===== config.mk =====
export PLATFORM = sky130hd
export DESIGN_NAME = pipe_ctrl
export DESIGN_NICKNAME = d
export VERILOG_FILES = /design/src/rtl/pipe_ctrl.sv
export SDC_FILE = /design/constraint.sdc
export NUM_CORES = 1
export LEC_CHECK = 0
export BUFFER_PORTS_ARGS = -buffer_cell sky130_fd_sc_hd__buf_2
export CAP_MARGIN = 20
export CORE_MARGIN = 5
export CORE_UTILIZATION = 35
export DETAILED_ROUTE_END_ITERATION = 10
export GPL_TIMING_DRIVEN = 0
export PLACE_DENSITY = 0.62
export SLEW_MARGIN = 15
export SYNTH_ARGS = -nofsm -noshare
export SYNTH_HDL_FRONTEND = slang
export SYNTH_SLANG_ARGS = --single-unit

===== constraint.sdc =====
create_clock -name clk -period 4.7 [get_ports clk]
set_clock_uncertainty 0.1 [all_clocks]
set_input_delay 0.705 -clock clk [delete_from_list [all_inputs] [get_ports clk]]
set_output_delay 0.705 -clock clk [all_outputs]
set_load 0.01 [all_outputs]

===== src/rtl/pipe_ctrl.sv =====
// ============================================================================
// pipe_ctrl
// ----------------------------------------------------------------------------
// Hazard and stall controller for a five-stage in-order pipeline. It decides,
// every cycle, which pipeline registers advance and which of them capture a
// NOP. It handles three situations:
//   * load-use hazards: hold PC and IF/ID for one cycle and drop a bubble into ID/EX
//   * taken branches/jumps: flush IF/ID and bubble ID/EX
//   * data-memory waits: freeze everything up to EX/MEM and let MEM/WB drain
//     with bubbles until the memory acknowledges or a timeout is hit
// It also keeps three saturating performance counters.
//
// Parameters
//   TIMEOUT        cycles spent in MEM_WAIT without memAck before ERROR
//   CNT_WIDTH      width of each performance counter
//   RF_ADDR_WIDTH  register-file address width
//
// Ports
//   clk            pipeline clock
//   rst_n          asynchronous active-low reset
//   ifidRs1/Rs2    IF/ID source register addresses
//   idexRd         ID/EX destination register address
//   idexMemRead    ID/EX holds a load
//   exBranchTaken  EX resolved a taken branch or jump
//   memReq         MEM stage holds a load or store
//   memAck         data memory completes the access this cycle
//   pcEn..memwbEn  pipeline register enables (combinational)
//   ifidFlush      IF/ID loads a NOP when enabled
//   idexBubble     ID/EX loads a NOP when enabled
//   memwbBubble    MEM/WB loads a NOP when enabled
//   memErr         data-memory timeout flag, held until reset
//   ctrlState      current FSM state (0 INIT, 1 RUN, 2 MEM_WAIT, 3 ERROR)
//   luStallCnt     cycles stalled on a load-use hazard
//   memWaitCnt     cycles stalled on data memory
//   flushCnt       cycles in which a taken branch flushed the front end
// ============================================================================
module pipe_ctrl #(
  parameter int TIMEOUT       = 255,
  parameter int CNT_WIDTH     = 32,
  parameter int RF_ADDR_WIDTH = 5
) (
  input  logic                     clk,
  input  logic                     rst_n,
  input  logic [RF_ADDR_WIDTH-1:0] ifidRs1,
  input  logic [RF_ADDR_WIDTH-1:0] ifidRs2,
  input  logic [RF_ADDR_WIDTH-1:0] idexRd,
  input  logic                     idexMemRead,
  input  logic                     exBranchTaken,
  input  logic                     memReq,
  input  logic                     memAck,
  output logic                     pcEn,
  output logic                     ifidEn,
  output logic                     idexEn,
  output logic                     exmemEn,
  output logic                     memwbEn,
  output logic                     ifidFlush,
  output logic                     idexBubble,
  output logic                     memwbBubble,
  output logic                     memErr,
  output logic [1:0]               ctrlState,
  output logic [CNT_WIDTH-1:0]     luStallCnt,
  output logic [CNT_WIDTH-1:0]     memWaitCnt,
  output logic [CNT_WIDTH-1:0]     flushCnt
);

  typedef enum logic [1:0] {
    ST_INIT     = 2'd0,
    ST_RUN      = 2'd1,
    ST_MEM_WAIT = 2'd2,
    ST_ERROR    = 2'd3
  } state_t;

  // The wait counter must be able to hold TIMEOUT itself.
  localparam int WAIT_W = (TIMEOUT < 1) ? 1 : $clog2(TIMEOUT + 1);
  // Reaching this value before a further miss means the next miss is the
  // TIMEOUT-th one spent in MEM_WAIT.
  localparam logic [WAIT_W-1:0] WAIT_LIMIT = WAIT_W'((TIMEOUT < 1) ? 0 : TIMEOUT - 1);

  state_t              r_state;
  logic [WAIT_W-1:0]   r_wait_cnt;
  logic [CNT_WIDTH-1:0] r_lu_cnt;
  logic [CNT_WIDTH-1:0] r_mw_cnt;
  logic [CNT_WIDTH-1:0] r_fl_cnt;

  logic w_lu;          // load-use hazard between ID/EX and IF/ID
  logic w_mem_stall;   // memory is holding the pipeline this cycle
  logic w_run_eval;    // normal hazard rules are in force this cycle
  logic w_flush;       // taken branch flushes the front end
  logic w_lu_stall;    // load-use stall is applied
  logic w_run_free;    // nothing blocks the pipeline

  // Counter increment that sticks at all-ones instead of wrapping.
  function automatic logic [CNT_WIDTH-1:0] sat_inc(input logic [CNT_WIDTH-1:0] v);
    logic [CNT_WIDTH-1:0] res;
    if (&v) begin
      res = v;
    end else begin
      res = v + CNT_WIDTH'(1);
    end
    return res;
  endfunction

  // A load whose destination is x0 never creates a hazard.
  assign w_lu = idexMemRead
             && (idexRd != {RF_ADDR_WIDTH{1'b0}})
             && ((idexRd == ifidRs1) || (idexRd == ifidRs2));

  // Classify the cycle: memory stall, normal rule evaluation, or neither (INIT/ERROR).
  always_comb begin
    w_mem_stall = 1'b0;
    w_run_eval  = 1'b0;
    case (r_state)
      ST_RUN: begin
        // An access acknowledged in its own cycle needs no wait.
        if (memReq && !memAck) begin
          w_mem_stall = 1'b1;
        end else begin
          w_run_eval = 1'b1;
        end
      end
      ST_MEM_WAIT: begin
        if (!memAck) begin
          w_mem_stall = 1'b1;
        end else begin
          w_run_eval = 1'b1;
        end
      end
      default: begin
        w_mem_stall = 1'b0;
        w_run_eval  = 1'b0;
      end
    endcase
  end

  // Branch beats load-use: the flushed instruction's hazard no longer matters.
  assign w_flush    = w_run_eval &&  exBranchTaken;
  assign w_lu_stall = w_run_eval && !exBranchTaken &&  w_lu;
  assign w_run_free = w_run_eval && !exBranchTaken && !w_lu;

  // Enables and NOP controls follow directly from the cycle classification.
  always_comb begin
    pcEn        = w_flush | w_run_free;
    ifidEn      = w_flush | w_run_free;
    idexEn      = w_run_eval;
    exmemEn     = w_run_eval;
    // MEM/WB keeps moving during a memory stall so WB drains with bubbles.
    memwbEn     = w_run_eval | w_mem_stall;
    ifidFlush   = w_flush;
    idexBubble  = w_flush | w_lu_stall;
    memwbBubble = w_mem_stall;
    // ERROR is only left through reset, which makes this flag sticky.
    memErr      = (r_state == ST_ERROR);
  end

  assign ctrlState  = r_state;
  assign luStallCnt = r_lu_cnt;
  assign memWaitCnt = r_mw_cnt;
  assign flushCnt   = r_fl_cnt;

  // Controller FSM and data-memory wait counter.
  always_ff @(posedge clk or negedge rst_n) begin
    if (!rst_n) begin
      r_state    <= ST_INIT;
      r_wait_cnt <= {WAIT_W{1'b0}};
    end else begin
      case (r_state)
        ST_INIT: begin
          r_state <= ST_RUN;
        end
        ST_RUN: begin
          if (w_mem_stall) begin
            r_state    <= ST_MEM_WAIT;
            r_wait_cnt <= {WAIT_W{1'b0}};
          end else begin
            r_state <= ST_RUN;
          end
        end
        ST_MEM_WAIT: begin
          if (memAck) begin
            r_state <= ST_RUN;
          end else begin
            r_wait_cnt <= r_wait_cnt + WAIT_W'(1);
            if (r_wait_cnt >= WAIT_LIMIT) begin
              r_state <= ST_ERROR;
            end else begin
              r_state <= ST_MEM_WAIT;
            end
          end
        end
        ST_ERROR: begin
          r_state <= ST_ERROR;
        end
        default: begin
          r_state <= ST_INIT;
        end
      endcase
    end
  end

  // Saturating performance counters, one per stall/flush cause.
  always_ff @(posedge clk or negedge rst_n) begin
    if (!rst_n) begin
      r_lu_cnt <= {CNT_WIDTH{1'b0}};
      r_mw_cnt <= {CNT_WIDTH{1'b0}};
      r_fl_cnt <= {CNT_WIDTH{1'b0}};
    end else begin
      if (w_lu_stall) begin
        r_lu_cnt <= sat_inc(r_lu_cnt);
      end else begin
        r_lu_cnt <= r_lu_cnt;
      end
      if (w_mem_stall) begin
        r_mw_cnt <= sat_inc(r_mw_cnt);
      end else begin
        r_mw_cnt <= r_mw_cnt;
      end
      if (w_flush) begin
        r_fl_cnt <= sat_inc(r_fl_cnt);
      end else begin
        r_fl_cnt <= r_fl_cnt;
      end
    end
  end

endmodule


## After elaboration in Yosys (flattened, before gate mapping)

Cells that the tools add are included.

| storage, ports and cells | value |
|---|---|
| flip-flop bits (word level) | 106 |
| bits in latches | 0 |
| memory bits (writable) | 0 |
| memory bits (read-only) | 0 |
| bits of input ports | 21 |
| output and inout port bits | 107 |
| word-level logic and storage cells | 57 |
| memories | 0 |

| cells by class | value |
|---|---|
| $add $sub $neg | 4 |
| multiply operators | 0 |
| div/mod/pow operators | 0 |
| order comparisons | 1 |
| equality and inequality tests | 7 |
| shifts and indexed selects | 0 |
| muxes and demuxes | 13 |
| bitwise gates (word level) | 6 |
| reduce and logical (&&, ||, !) cells | 21 |

Operator list:

| cell | number |
|---|---|
| $add A32 B1 Y32 const B | 3 |
| $reduce_and A32 Y1 | 3 |
| $mux W8 | 2 |
| $pmux W8 S2 | 1 |
| $eq A5 B5 Y1 | 2 |
| $add A8 B1 Y8 const B | 1 |
| $ge A8 B8 Y1 const B | 1 |
| $pmux W2 S4 | 1 |
| $logic_and A1 B1 Y1 | 7 |
| $reduce_and A2 Y1 | 3 |
| $mux W1 | 5 |
| $reduce_bool A5 Y1 | 1 |
| $eq A2 B2 Y1 const B | 2 |
| $mux W2 | 2 |
| $ne A2 B2 Y1 const B | 2 |
| $pmux W1 S2 | 2 |
| $logic_not A1 Y1 | 3 |
| $not A1 Y1 | 3 |
| $or A1 B1 Y1 | 3 |
| $reduce_and A3 Y1 | 1 |
| $eq A2 B1 Y1 const B | 1 |
| $logic_not A2 Y1 | 1 |
| $reduce_bool A2 Y1 | 1 |
| $logic_or A1 B1 Y1 | 1 |

## Longest topological paths before layout

| logic depth | value |
|---|---|
| depth after elaboration | 7 |
| gate-level depth with buffers | 11 |
| mapped depth without buffers | 9 |

## Least setup slack after synthesis

OpenSTA, ideal clock, no wires.

| timing | value |
|---|---|
| path type | input to output |
| from | input idexRd[0] |
| to | output pcEn |
| arrival | 1.894 ns |
| data required time | 3.895 ns |
| slack | 2.001 ns |
| cell stages on the path | 5 |
| buffers on the path | 1 |
| path through | or3_1 -> o311a_1 -> nor2b_1 -> nor2_1 -> buf_4 |

| on the way | value |
|---|---|
| word-level cells in the longest chain between the ends | 6 |

Ends and longest elaborated chain:

| item | RTL line | text |
|---|---|---|
| start: declaration | 46 | `input logic [RF_ADDR_WIDTH-1:0] idexRd,` |
| $eq A5 B5 Y1 or $reduce_bool A5 Y1 (tied branches) | 106, 105 |  |
| $logic_or A1 B1 Y1 or $logic_and A1 B1 Y1 (tied branches) | 106, 105 |  |
| $logic_and A1 B1 Y1 (*) | 106 | `&& ((idexRd == ifidRs1) \|\| (idexRd == ifidRs2));` |
| $logic_not A1 Y1 (*) | 138 | `assign w_run_free = w_run_eval && !exBranchTaken && !w_lu;` |
| $logic_and A1 B1 Y1 (*) | 138 |  |
| $or A1 B1 Y1 (*) | - |  |
| end: declaration | 51 | `output logic pcEn,` |

Mark *: on every way between the ends. The rest lies on a longest branch, timed or not.

## Worst setup path in the final report

| timing | value |
|---|---|
| from | input idexRd[1] |
| to | output pcEn |

| on the way | value |
|---|---|
| word-level cells in the longest chain between the ends | 6 |

Ends and longest elaborated chain:

| item | RTL line | text |
|---|---|---|
| $eq A5 B5 Y1 or $reduce_bool A5 Y1 (tied branches) | 106, 105 |  |
| $logic_or A1 B1 Y1 or $logic_and A1 B1 Y1 (tied branches) | 106, 105 |  |
| $logic_and A1 B1 Y1 (*) | 106 |  |
| $logic_not A1 Y1 (*) | 138 |  |
| $logic_and A1 B1 Y1 (*) | 138 |  |
| $or A1 B1 Y1 (*) | 142 | `pcEn = w_flush \| w_run_free;` |

Marked as above.

==> qor_table.md <==
| Quantity | Value | Unit |
|:---|:---|:---|
| Outcome | finished clean | - |
| Detailed-route wire length per cell | 15.0 | µm |
| Gate count of the mapped netlist | 515 | - |
| Worst-margin pin slew | 0.896 | ns |
| CTS sink cnt | 106 | - |
| Share of cells above drive strength 1 | 0.253 | - |
| Io pins | 128 | - |
| GRT Overall Usage | 0.145 | - |
| Max frequency | 324 | MHz |
| Largest stage delay on the critical path | 0.58 | ns |
| First drt pass iteration count | 4 | - |
| Count of nets after finishing | 684 | - |
| Max_cap viols | 0 | - |
| Clk_lat worst skew | 0.35 | ns |
| Final clock period utilization by the worst path | 0.656 | - |
| Antenna Violating Nets Remaining | 0 | - |
| Number of core rows | 45 | - |
| Most common flop cell mapped by yosys | sky130_fd_sc_hd__dfrtp_1 | - |
| Final cell area excluding filler cells | 6570 | µm² |
| Violation count after the first detailed-routing iteration | 204 | - |
| Count of antenna diodes in the layout | 0 | - |
| Setup repair after global routing missed its margin | no | - |
| Peak supply drop | 0.000179 | V |
| # DRC | 0 | - |
| Crit path cell chain | buf_2 -> xor2_1 -> nor2_1 -> a22oi_1 -> nor2b_1 -> nor2_1 -> buf_4 -> buf_2 | - |
| Clock Root Buffer | sky130_fd_sc_hd__clkbuf_16 | - |
| Async set or reset register ratio after synthesis | 1.00 | - |
| Critical path required time | 3.89 | ns |
| Number of unique standard cell types used by synthesis | 50 | - |
| Vias per Instance | 5.05 | - |
| Post-synth EDFFs | 0 | - |
| Areal power density over the cells | 340 | nW/µm² |
| Number of max-slew violations in the final report | 0 | - |
| Initial antenna violation count | 1 | - |
| Category of the critical setup timing path | in2out | - |
| Core region area | 15100 | µm² |
| Final HPWL DP | 9.63 | mm |
| Area growth, synth to finish | 22.5 | % |
| Clock input transition at the sequential cells of the worst setup and hold paths | 0.07 | ns |
| Leak Pwr | 3.23 | nW |
| Htree depth | 3 | - |
| Crit Reg-Reg Startpoint | ctrlState[1] | - |
| Number of synthesized register bits | 106 | - |
| Minimum clock period | 3.08 | ns |
| Weighted congestion at the end of routability-driven global placement | 0.836 | - |
| Nature of the critical path startpoint | input pin | - |
| Sequential area share after synthesis | 0.494 | - |
| Sum of negative setup slack | 0 | ns |
| Number of buffers on the longest clock path | 2 | - |
| Worst reg2reg path depth | 10 | - |
| Die X | 134 | µm |
| Per-instance average area after synthesis | 10.4 | µm² |
| Number of global-route vias before repair | 4216 | - |
| CTS tree | built | - |
| Initial cell density of the core | 0.354 | - |
| # setup viols final | 0 | - |
| Standard cell with the maximum stage delay on the critical path | sky130_fd_sc_hd__a22oi_1 | - |
| Cells resized by post-CTS repair | 0 | - |
| Arrival time at the worst endpoint | 2.28 | ns |
| Maximum number of pins on one net before global-route repair | 60 | - |
| Floorplan die area | 17900 | µm² |
| Layout filler cell count | 1448 | - |
| Wire length reported by the detailed router | 12.7 | mm |
| Count of final hold-check violations | 0 | - |
| Net count after synthesis | 545 | - |
| First-pass GRT wire length | 21.4 | mm |
| Post-CTS setup buffer count | 0 | - |
| Count of buffers from port buffering | 127 | - |
| Remaining Overflow, GRT | 0 | - |
| Total Power | 2.24 | mW |
| Total clock buffers created by CTS | 9 | - |
| Worst hold path class | in2async | - |
| Flop-to-flop setup slack | 1.91 | ns |
| Overall via count from detail_route | 4278 | - |
| Vertical die dimension | 134 | µm |
| Placed Instance Area | 6270 | µm² |
| Critical Path Sink Type | output port | - |
| Ys Warns | 0 | - |
| Worst flop-to-flop path endpoint | flushCnt[26] | - |
| Number of hold buffers added after CTS | 0 | - |
| Worst max-slew margin expressed relative to the limit | 0.398 | - |
| Post-synthesis instance area | 5370 | µm² |
| Worst-path fanout max | 6 | - |
==> cell usage after synthesis, types with 5 or more instances <==
master | instances | share of area
sky130_fd_sc_hd__dfrtp_1 | 106 | 0.49
sky130_fd_sc_hd__xnor2_1 | 64 | 0.10
sky130_fd_sc_hd__nand2_1 | 47 | 0.033
sky130_fd_sc_hd__nand3_1 | 44 | 0.041
sky130_fd_sc_hd__xor2_1 | 41 | 0.067
sky130_fd_sc_hd__nor2_1 | 39 | 0.027
sky130_fd_sc_hd__nand4_1 | 31 | 0.036
sky130_fd_sc_hd__nor3_1 | 20 | 0.019
sky130_fd_sc_hd__inv_1 | 18 | 0.013
sky130_fd_sc_hd__and3_1 | 16 | 0.019
sky130_fd_sc_hd__and4_1 | 9 | 0.015
sky130_fd_sc_hd__ha_1 | 9 | 0.021
sky130_fd_sc_hd__a21oi_1 | 6 | 0.0056
sky130_fd_sc_hd__and2_1 | 5 | 0.0058
==> how the worst max path moves through the flow <==
stage	to	cells past startpoint	from	slack, ns
after floorplan	pcEn	5	idexRd[0]	2.00
after detailed placement	pcEn	8	idexRd[3]	1.59
after global routing	pcEn	8	idexRd[1]	1.41
after CTS	pcEn	8	idexRd[1]	1.58
after global placement	luStallCnt[16]	1	rst_n	1.59
final	pcEn	8	idexRd[1]	1.62
==> cells in the final DEF (no fill, tap or decap), types with 2 or more instances in the layout <==
cell type / instances
sky130_fd_sc_hd__buf_2: 127
sky130_fd_sc_hd__dfrtp_1: 106
sky130_fd_sc_hd__xnor2_1: 64
sky130_fd_sc_hd__nand2_1: 47
sky130_fd_sc_hd__nand3_1: 44
sky130_fd_sc_hd__xor2_1: 41
sky130_fd_sc_hd__nor2_1: 39
sky130_fd_sc_hd__nand4_1: 31
sky130_fd_sc_hd__nor3_1: 20
sky130_fd_sc_hd__inv_1: 18
sky130_fd_sc_hd__and3_1: 16
sky130_fd_sc_hd__and4_1: 9
sky130_fd_sc_hd__ha_1: 9
sky130_fd_sc_hd__clkbuf_16: 9
sky130_fd_sc_hd__a21oi_1: 6
sky130_fd_sc_hd__and2_1: 5
sky130_fd_sc_hd__buf_4: 4
sky130_fd_sc_hd__or3_1: 4
sky130_fd_sc_hd__o21ai_0: 4
sky130_fd_sc_hd__o2111ai_1: 3
sky130_fd_sc_hd__mux2_2: 3
sky130_fd_sc_hd__a22o_1: 3
sky130_fd_sc_hd__nor4_4: 3
sky130_fd_sc_hd__or3b_1: 2
sky130_fd_sc_hd__clkbuf_1: 2
sky130_fd_sc_hd__o211ai_1: 2
sky130_fd_sc_hd__nor2b_1: 2
sky130_fd_sc_hd__or3b_2: 2
sky130_fd_sc_hd__nor4_2: 2
sky130_fd_sc_hd__a31oi_1: 2
sky130_fd_sc_hd__inv_6: 2
sky130_fd_sc_hd__clkinvlp_4: 2
==> state kept, by name, summed over array words and instances, names as in the netlist <==
signal / count
r_wait_cnt: 8
ctrlState: 2
memWaitCnt: 32
flushCnt: 32
luStallCnt: 32
==> kinds of logic after synthesis <==
family / Yosys count / share of synthesized area
flip-flops: 106 / 0.494
multiplexers: 3 / 0.00629
AO/OA/AOI/OAI: 28 / 0.0389
buffers and inverters: 26 / 0.0212
AND/OR/NAND/NOR: 238 / 0.247
XOR/XNOR: 105 / 0.171
adder cells (fa/ha/maj): 9 / 0.0210
==> stage by stage <==
stage          std cells   util  hold slack, ns  setup WS, ns
6_report             847  0.434           0.194          1.62
5_1_grt              847  0.434           0.223          1.41
2_1_floorplan        515      -           0.309          2.00
4_1_cts              847  0.434           0.201          1.58
3_5_place_dp         831  0.414           0.377          1.59
3_3_place_gp         830  0.412           0.369          1.59
==> critical path, delay by kind of cell <==
| kind | cells | cell delay, ns |
|---|---|---|
| AND/OR/NAND/NOR | 3 | 0.45 |
| AO/OA/AOI/OAI | 1 | 0.58 |
| XOR/XNOR | 1 | 0.17 |
| buffers and inverters | 3 | 0.39 |
==> routing by layer <==
metal,track usage,vias up,share of wire
li1,-,2081,-
met1,0.192,2097,0.47
met2,0.233,80,0.48
met3,0.0413,18,0.043
met4,0.0389,2,0.014
met5,0,-,0.0010
==> power by group <==
part / leakage (nW) / internal (mW) / switching (mW)
combinational: 1.66 / 0.176 / 0.257
sequential: 1.43 / 0.963 / 0.0719
clock: 0.142 / 0.417 / 0.351
==> cell type report <==
| class | count | area (µm²) | area share |
|---|---|---|---|
| flip-flops and latches | 106 | 2650 | 0.404 |
| well taps | 188 | 235 | 0.0358 |
| plain buffers | 7 | 42.5 | 0.00647 |
| clock buffers | 9 | 225 | 0.0343 |
| inverters | 19 | 71.3 | 0.0108 |
| multi-input cells | 383 | 2600 | 0.396 |
| repair buffers | 128 | 669 | 0.102 |
| clock inverters | 7 | 76.3 | 0.0116 |
(Power assumes the default switching activity.)
